<file path="src/rtl/mux_scan_seq_pkg.sv">
// Shared types and defaults for the mux select scan sequencer.
package mux_scan_pkg;

   localparam int NUM_LEVELS_DEF = 5;
   localparam int WIDTH_DEF      = 2 ** (NUM_LEVELS_DEF - 1);
   localparam int SEL_W_DEF      = NUM_LEVELS_DEF - 1;

   typedef enum logic [1:0] {
      IDLE   = 2'd0,
      SETTLE = 2'd1,
      SAMPLE = 2'd2,
      DONE   = 2'd3
   } scan_state_t;

   // Settle counter width; a zero-cycle settle still gets a 1-bit counter.
   function automatic int cnt_width(input int settle_cycles);
      return (settle_cycles < 1) ? 1 : $clog2(settle_cycles + 1);
   endfunction

endpackage

</file>
<file path="src/rtl/mux_scan_seq_if.sv">
// Control, mux feedback and result signals between the scan sequencer and its user.
interface mux_scan_seq_if
   import mux_scan_pkg::*;
#(
   parameter int WIDTH = WIDTH_DEF,
   parameter int SEL_W = SEL_W_DEF
);

   logic             start;
   logic             cont;
   logic             abort;
   logic             mux_out;
   logic [SEL_W-1:0] sel;
   logic             busy;
   logic [WIDTH-1:0] data_out;
   logic             valid;

   modport master (
      output start, cont, abort, mux_out,
      input  sel, busy, data_out, valid
   );

   modport slave (
      input  start, cont, abort, mux_out,
      output sel, busy, data_out, valid
   );

endinterface

</file>
<file path="src/rtl/mux_scan_seq_settle_timer.sv">
// Per-channel settle timer: counts up from a load, flags the last settle cycle.
module settle_timer
   import mux_scan_pkg::*;
#(
   parameter int SETTLE_CYCLES = 1
) (
   input  logic clk,
   input  logic rst_n,
   input  logic load,
   input  logic en,
   output logic tc
);

   localparam int CW = cnt_width(SETTLE_CYCLES);
   localparam logic [CW-1:0] TC_VAL = CW'((SETTLE_CYCLES > 0) ? SETTLE_CYCLES - 1 : 0);

   logic [CW-1:0] cnt;

   // Load clears the count; enable advances it while the channel settles.
   always_ff @(posedge clk or negedge rst_n) begin
      if (!rst_n) begin
         cnt <= '0;
      end else if (load) begin
         cnt <= '0;
      end else if (en) begin
         cnt <= cnt + CW'(1);
      end
   end

   assign tc = (cnt == TC_VAL);

endmodule

</file>
<file path="src/rtl/mux_scan_seq.sv">
// Select sequencer: walks sel across every mux channel, samples mux_out after
// a settle delay and delivers the assembled word with a one-cycle valid.
//
// state  | meaning
// IDLE   | waiting for start
// SETTLE | sel just changed, letting the mux output settle
// SAMPLE | capture mux_out into bit sel, then advance or finish
// DONE   | publish the captured word, restart if continuous
module mux_scan_seq
   import mux_scan_pkg::*;
#(
   parameter int NUM_LEVELS    = NUM_LEVELS_DEF,
   parameter int WIDTH         = 2 ** (NUM_LEVELS - 1),
   parameter int SEL_W         = NUM_LEVELS - 1,
   parameter int SETTLE_CYCLES = 1
) (
   input  logic           clk,
   input  logic           rst_n,
   mux_scan_seq_if.slave  bus
);

   // With no settle time a channel goes straight to sampling.
   localparam scan_state_t FIRST = (SETTLE_CYCLES == 0) ? SAMPLE : SETTLE;
   localparam logic [SEL_W-1:0] SEL_LAST = SEL_W'(WIDTH - 1);

   scan_state_t      state;
   logic [WIDTH-1:0] capture;
   logic             tmr_load;
   logic             tmr_en;
   logic             tmr_tc;

   assign tmr_en   = (state == SETTLE);
   assign tmr_load = (state != SETTLE);

   settle_timer #(
      .SETTLE_CYCLES (SETTLE_CYCLES)
   ) u_settle_timer (
      .clk   (clk),
      .rst_n (rst_n),
      .load  (tmr_load),
      .en    (tmr_en),
      .tc    (tmr_tc)
   );

   // Scan FSM with sel counter, capture register and registered outputs.
   always_ff @(posedge clk or negedge rst_n) begin
      if (!rst_n) begin
         state        <= IDLE;
         bus.sel      <= '0;
         bus.busy     <= 1'b0;
         bus.data_out <= '0;
         bus.valid    <= 1'b0;
         capture      <= '0;
      end else begin
         bus.valid <= 1'b0;
         if (bus.abort) begin
            // Abort wins everywhere; any partial word is thrown away.
            state    <= IDLE;
            bus.sel  <= '0;
            bus.busy <= 1'b0;
            capture  <= '0;
         end else begin
            case (state)
               IDLE: begin
                  if (bus.start) begin
                     bus.sel  <= '0;
                     capture  <= '0;
                     bus.busy <= 1'b1;
                     state    <= FIRST;
                  end
               end
               SETTLE: begin
                  if (tmr_tc) begin
                     state <= SAMPLE;
                  end
               end
               SAMPLE: begin
                  capture[bus.sel] <= bus.mux_out;
                  if (bus.sel == SEL_LAST) begin
                     state <= DONE;
                  end else begin
                     bus.sel <= bus.sel + SEL_W'(1);
                     state   <= FIRST;
                  end
               end
               DONE: begin
                  bus.data_out <= capture;
                  bus.valid    <= 1'b1;
                  if (bus.cont) begin
                     bus.sel <= '0;
                     capture <= '0;
                     state   <= FIRST;
                  end else begin
                     bus.busy <= 1'b0;
                     state    <= IDLE;
                  end
               end
               default: begin
                  state    <= IDLE;
                  bus.busy <= 1'b0;
               end
            endcase
         end
      end
   end

endmodule

</file>
<file path="src/flat_wrapper.sv">
// flat-port wrapper written by rule: the top's interface ports become plain ports
module mux_scan_seq_flat import mux_scan_pkg::*;
#(
   parameter int NUM_LEVELS    = NUM_LEVELS_DEF,
   parameter int WIDTH         = 2 ** (NUM_LEVELS - 1),
   parameter int SEL_W         = NUM_LEVELS - 1,
   parameter int SETTLE_CYCLES = 1
)
  (clk, rst_n, bus_start, bus_cont, bus_abort, bus_mux_out, bus_sel, bus_busy, bus_data_out, bus_valid);
  mux_scan_seq_if #(.WIDTH(WIDTH), .SEL_W(SEL_W)) bus_i ();
  input  logic clk;
  input  logic rst_n;
  input wire logic [$bits(bus_i.start)-1:0] bus_start;
  input wire logic [$bits(bus_i.cont)-1:0] bus_cont;
  input wire logic [$bits(bus_i.abort)-1:0] bus_abort;
  input wire logic [$bits(bus_i.mux_out)-1:0] bus_mux_out;
  output wire logic [$bits(bus_i.sel)-1:0] bus_sel;
  output wire logic [$bits(bus_i.busy)-1:0] bus_busy;
  output wire logic [$bits(bus_i.data_out)-1:0] bus_data_out;
  output wire logic [$bits(bus_i.valid)-1:0] bus_valid;
  assign bus_i.start = bus_start;
  assign bus_i.cont = bus_cont;
  assign bus_i.abort = bus_abort;
  assign bus_i.mux_out = bus_mux_out;
  assign bus_sel = bus_i.sel;
  assign bus_busy = bus_i.busy;
  assign bus_data_out = bus_i.data_out;
  assign bus_valid = bus_i.valid;
  mux_scan_seq #(.NUM_LEVELS(NUM_LEVELS), .WIDTH(WIDTH), .SEL_W(SEL_W), .SETTLE_CYCLES(SETTLE_CYCLES)) u_core (.clk(clk), .rst_n(rst_n), .bus(bus_i));
endmodule
</file>
<file path="config.mk">
export PLATFORM = sky130hd
export DESIGN_NAME = mux_scan_seq_flat
export DESIGN_NICKNAME = d
export VERILOG_FILES = /design/src/rtl/mux_scan_seq_pkg.sv /design/src/rtl/mux_scan_seq_if.sv /design/src/rtl/mux_scan_seq_settle_timer.sv /design/src/rtl/mux_scan_seq.sv /design/src/flat_wrapper.sv
export SDC_FILE = /design/constraint.sdc
export NUM_CORES = 1
export LEC_CHECK = 0
export CORE_UTILIZATION = 35
export CTS_CLUSTER_DIAMETER = 200
export DETAILED_ROUTE_END_ITERATION = 10
export HOLD_SLACK_MARGIN = 0.08
export SYNTH_ARGS = -nofsm -noshare
export SYNTH_HDL_FRONTEND = slang
export SYNTH_HIERARCHICAL = 1
export SYNTH_SLANG_ARGS = --single-unit
</file>
<file path="constraint.sdc">
create_clock -name clk -period 3.9 [get_ports clk]
set_clock_uncertainty 0.05 [all_clocks]
set_input_delay 0.585 -clock clk [delete_from_list [all_inputs] [get_ports clk]]
set_output_delay 0.585 -clock clk [all_outputs]
set_load 0.01 [all_outputs]
</file>
==> flow_summary.yaml <==
yosys:
  synth_cell_types: 34
  synth_area_um2: 2000
  ys.flop_type: "dfrtp_1"
  yosysWarnings: 6
  ys_async_sr_fraction: 1.00
  ys_seq_area_frac: 0.512
  syn_nets: 212
  yosys-top-cells-area: "dfrtp_1, a32oi_1, o22ai_1"
  synth-edff-count: 0
  netlist.area_leader.share: 0.512
  synth_area_leader_cell: "dfrtp_1"
  postSynthCellCount: 202
  synth_common_cells: "dfrtp_1, inv_1, nand2_1, o21ai_0"
  ys_ff_latch: 41
  syn_avg_cell_area_um2: 9.92
  post-synth-top-count-cell: "dfrtp_1"
worst_setup_path:
  critPathArrivalTime_ns: 1.70
  required_ns: 3.26
  crit_buf_inv: 1
  cp_cell_sequence: "clkdlybuf4s50_1"
  critPathCaptureType: "primary output"
  start_kind: "flop"
  critPathMaxFanout: 22
  cp_top_family: "flip-flops"
  critPathMaxStageDelay_ns: 0.75
  critical_path_class: "flop to primary output"
  crit_slowest_cell: "dfrtp_1"
timing:
  min_period_over_period: 0.599
  setup_viol: 0
  slew_violations: 0
  tns_ns: 0
  rsz0062_at_grt: "no"
  setup_slack_ns: 1.56
  fmax_mhz: 428
  finalHoldViolCount: 0
  fin_crit_ns: 2.34
  slew_headroom: 0.389
  worstMarginPinSlew_ns: 0.917
clock_tree:
  ctsRootBufferMaster: "clkbuf_8"
  htreeDepth: 2
  ctsResizeCount: 0
  cts_buffers: 5
  clk_pin_slew_ns: 0.08
  post-cts-setup-buffers: 0
  holdBufCountCts: 0
  cts_tree: "built"
  clkLatencyLatePin_ns: 0.30
  clk_path_buf_depth: 2
  cts_sinks: 41
route:
  drt_wl_total_um: 4030
  first_iter_violations: 143
  routedWlPerCell_um: 13.7
  vias_per_cell: 5.14
  vias: 1516
  drc: 0
  firstDrtPassIters: 4
  ant_nets: 0
layout:
  diodes: 0
  final_nets: 232
  drive_gt1_frac: 0.0852
  finalInstanceArea_um2: 2400
  post-route-util: 0.437
  area_growth_pct: 20.1
place:
  hpwl_um: 2460
  dp_slack_ns: 1.51
  gp_congestion: 0.705
  dpl_cell_area_um2: 2280
  portBuffers: 27
die:
  initial_core_util: 0.364
  rows: 27
  fp.coreArea_um2: 5510
  design.die.area_um2: 6030
  die_height_um: 77.7
  die_w_um: 77.7
  io-pin-count: 28
grt:
  grt_pass1_wl_um: 6890
  grt_max_degree: 42
  grt_use_total: 0.148
  antenna_found_initial: 0
  grt_pass1_vias: 1433
  overflow: 0
power:
  vdd_ir_drop_max_mv: 0.241
  total_power_mw: 0.868
  p_per_area_nw_per_um2: 361
  p_leak_nw: 0.931
hold_path:
  hold_path_class: "primary input to asynchronous set/reset pin"
outcome:
  status: "completed"
run:
  drv_cap: 0
==> cell type report <==
| type | instances | area, µm² |
|---|---|---|
| clock buffer | 6 | 82.6 |
| fill | 531 | 3100 |
| clock inverter | 2 | 37.5 |
| timing repair buffer | 29 | 280 |
| tap | 72 | 90.1 |
| sequential | 41 | 1030 |
| multi-input combinational | 123 | 806 |
| inverter | 22 | 82.6 |
==> where the power goes <==
group / internal, mW / switching, mW / total, mW / leakage, nW
Combinational: 0.0319 / 0.0407 / 0.0726 / 0.305
Sequential: 0.430 / 0.00775 / 0.438 / 0.569
Clock: 0.208 / 0.149 / 0.357 / 0.0574
==> registers in the layout, indices dropped and copies added, names as in the netlist <==
register / count
u_core/bus.busy: 1
u_core/bus.data_out: 16
u_core/bus.sel: 4
u_core/bus.valid: 1
u_core/capture: 16
u_core/state: 2
u_core/u_settle_timer/cnt: 1
==> per-stage QoR <==
step	hold slack, ns	instances
2_1_floorplan	0.239	202
3_3_place_gp	0.410	287
3_5_place_dp	0.422	287
4_1_cts	0.396	295
5_1_grt	0.440	295
6_report	0.366	295
==> placed cells by master (no fill, tap or decap), types with 2 or more instances in the layout <==
master,Yosys,final
o21ai_0,17,17
a21oi_1,4,4
a32oi_1,14,14
o31ai_1,2,2
nand2b_1,4,4
buf_4,3,2
clkdlybuf4s50_1,0,26
o22ai_1,14,14
inv_1,21,21
nand2_2,2,2
dfrtp_1,41,41
clkbuf_8,0,6
mux2i_1,2,2
nand3_1,12,12
ha_1,4,4
nand2_1,19,19
nor2b_1,3,3
nand3b_1,10,10
or3b_2,4,4
==> layer usage <==
metal | track usage | routed length [µm] | up-vias | part of all wire
met5 | 0 | 0 | - | 0
met4 | 0.0623 | 53 | 0 | 0.013
met3 | 0.0282 | 194 | 5 | 0.048
met2 | 0.229 | 1790 | 40 | 0.44
met1 | 0.201 | 1990 | 714 | 0.49
li1 | - | - | 757 | -
==> kinds of logic (layout without fill, tap and decap cells) <==
logic type | count (synthesis) | count (layout) | synth area share
adder cells (fa/ha/maj) | 4 | 4 | 0.0250
multiplexers | 2 | 2 | 0.00999
flip-flops | 41 | 41 | 0.512
AO/OA/AOI/OAI | 58 | 58 | 0.197
XOR/XNOR | 1 | 1 | 0.00437
buffers and inverters | 38 | 59 | 0.0856
AND/OR/NAND/NOR | 58 | 58 | 0.166
==> worst register-to-register path: cells and delay by family (launching register included) <==
| kind | cells | cell delay [ns] |
|---|---|---|
| buffers and inverters | 1 | 0.15 |
| AO/OA/AOI/OAI | 2 | 0.27 |
| adder cells (fa/ha/maj) | 1 | 0.28 |
| AND/OR/NAND/NOR | 1 | 0.48 |
| flip-flops | 1 | 0.45 |
==> path summary, 6_finish.rpt <==
check,startpoint,cells past startpoint,to,slack [ns]
min in group clk,u_core/bus.data_out[7],2,u_core/bus.data_out[7],0.43
worst max-delay path,u_core/bus.sel[2],1,bus_sel[2],1.56
worst min-delay path,rst_n,1,u_core/bus.data_out[2],0.37
worst max register to register,u_core/bus.sel[0],5,u_core/capture[0],2.10
max in group asynchronous,rst_n,1,u_core/bus.data_out[6],2.86
worst min register to register,u_core/bus.data_out[7],2,u_core/bus.data_out[7],0.43
Note: power is estimated with default switching activity, not from simulation.
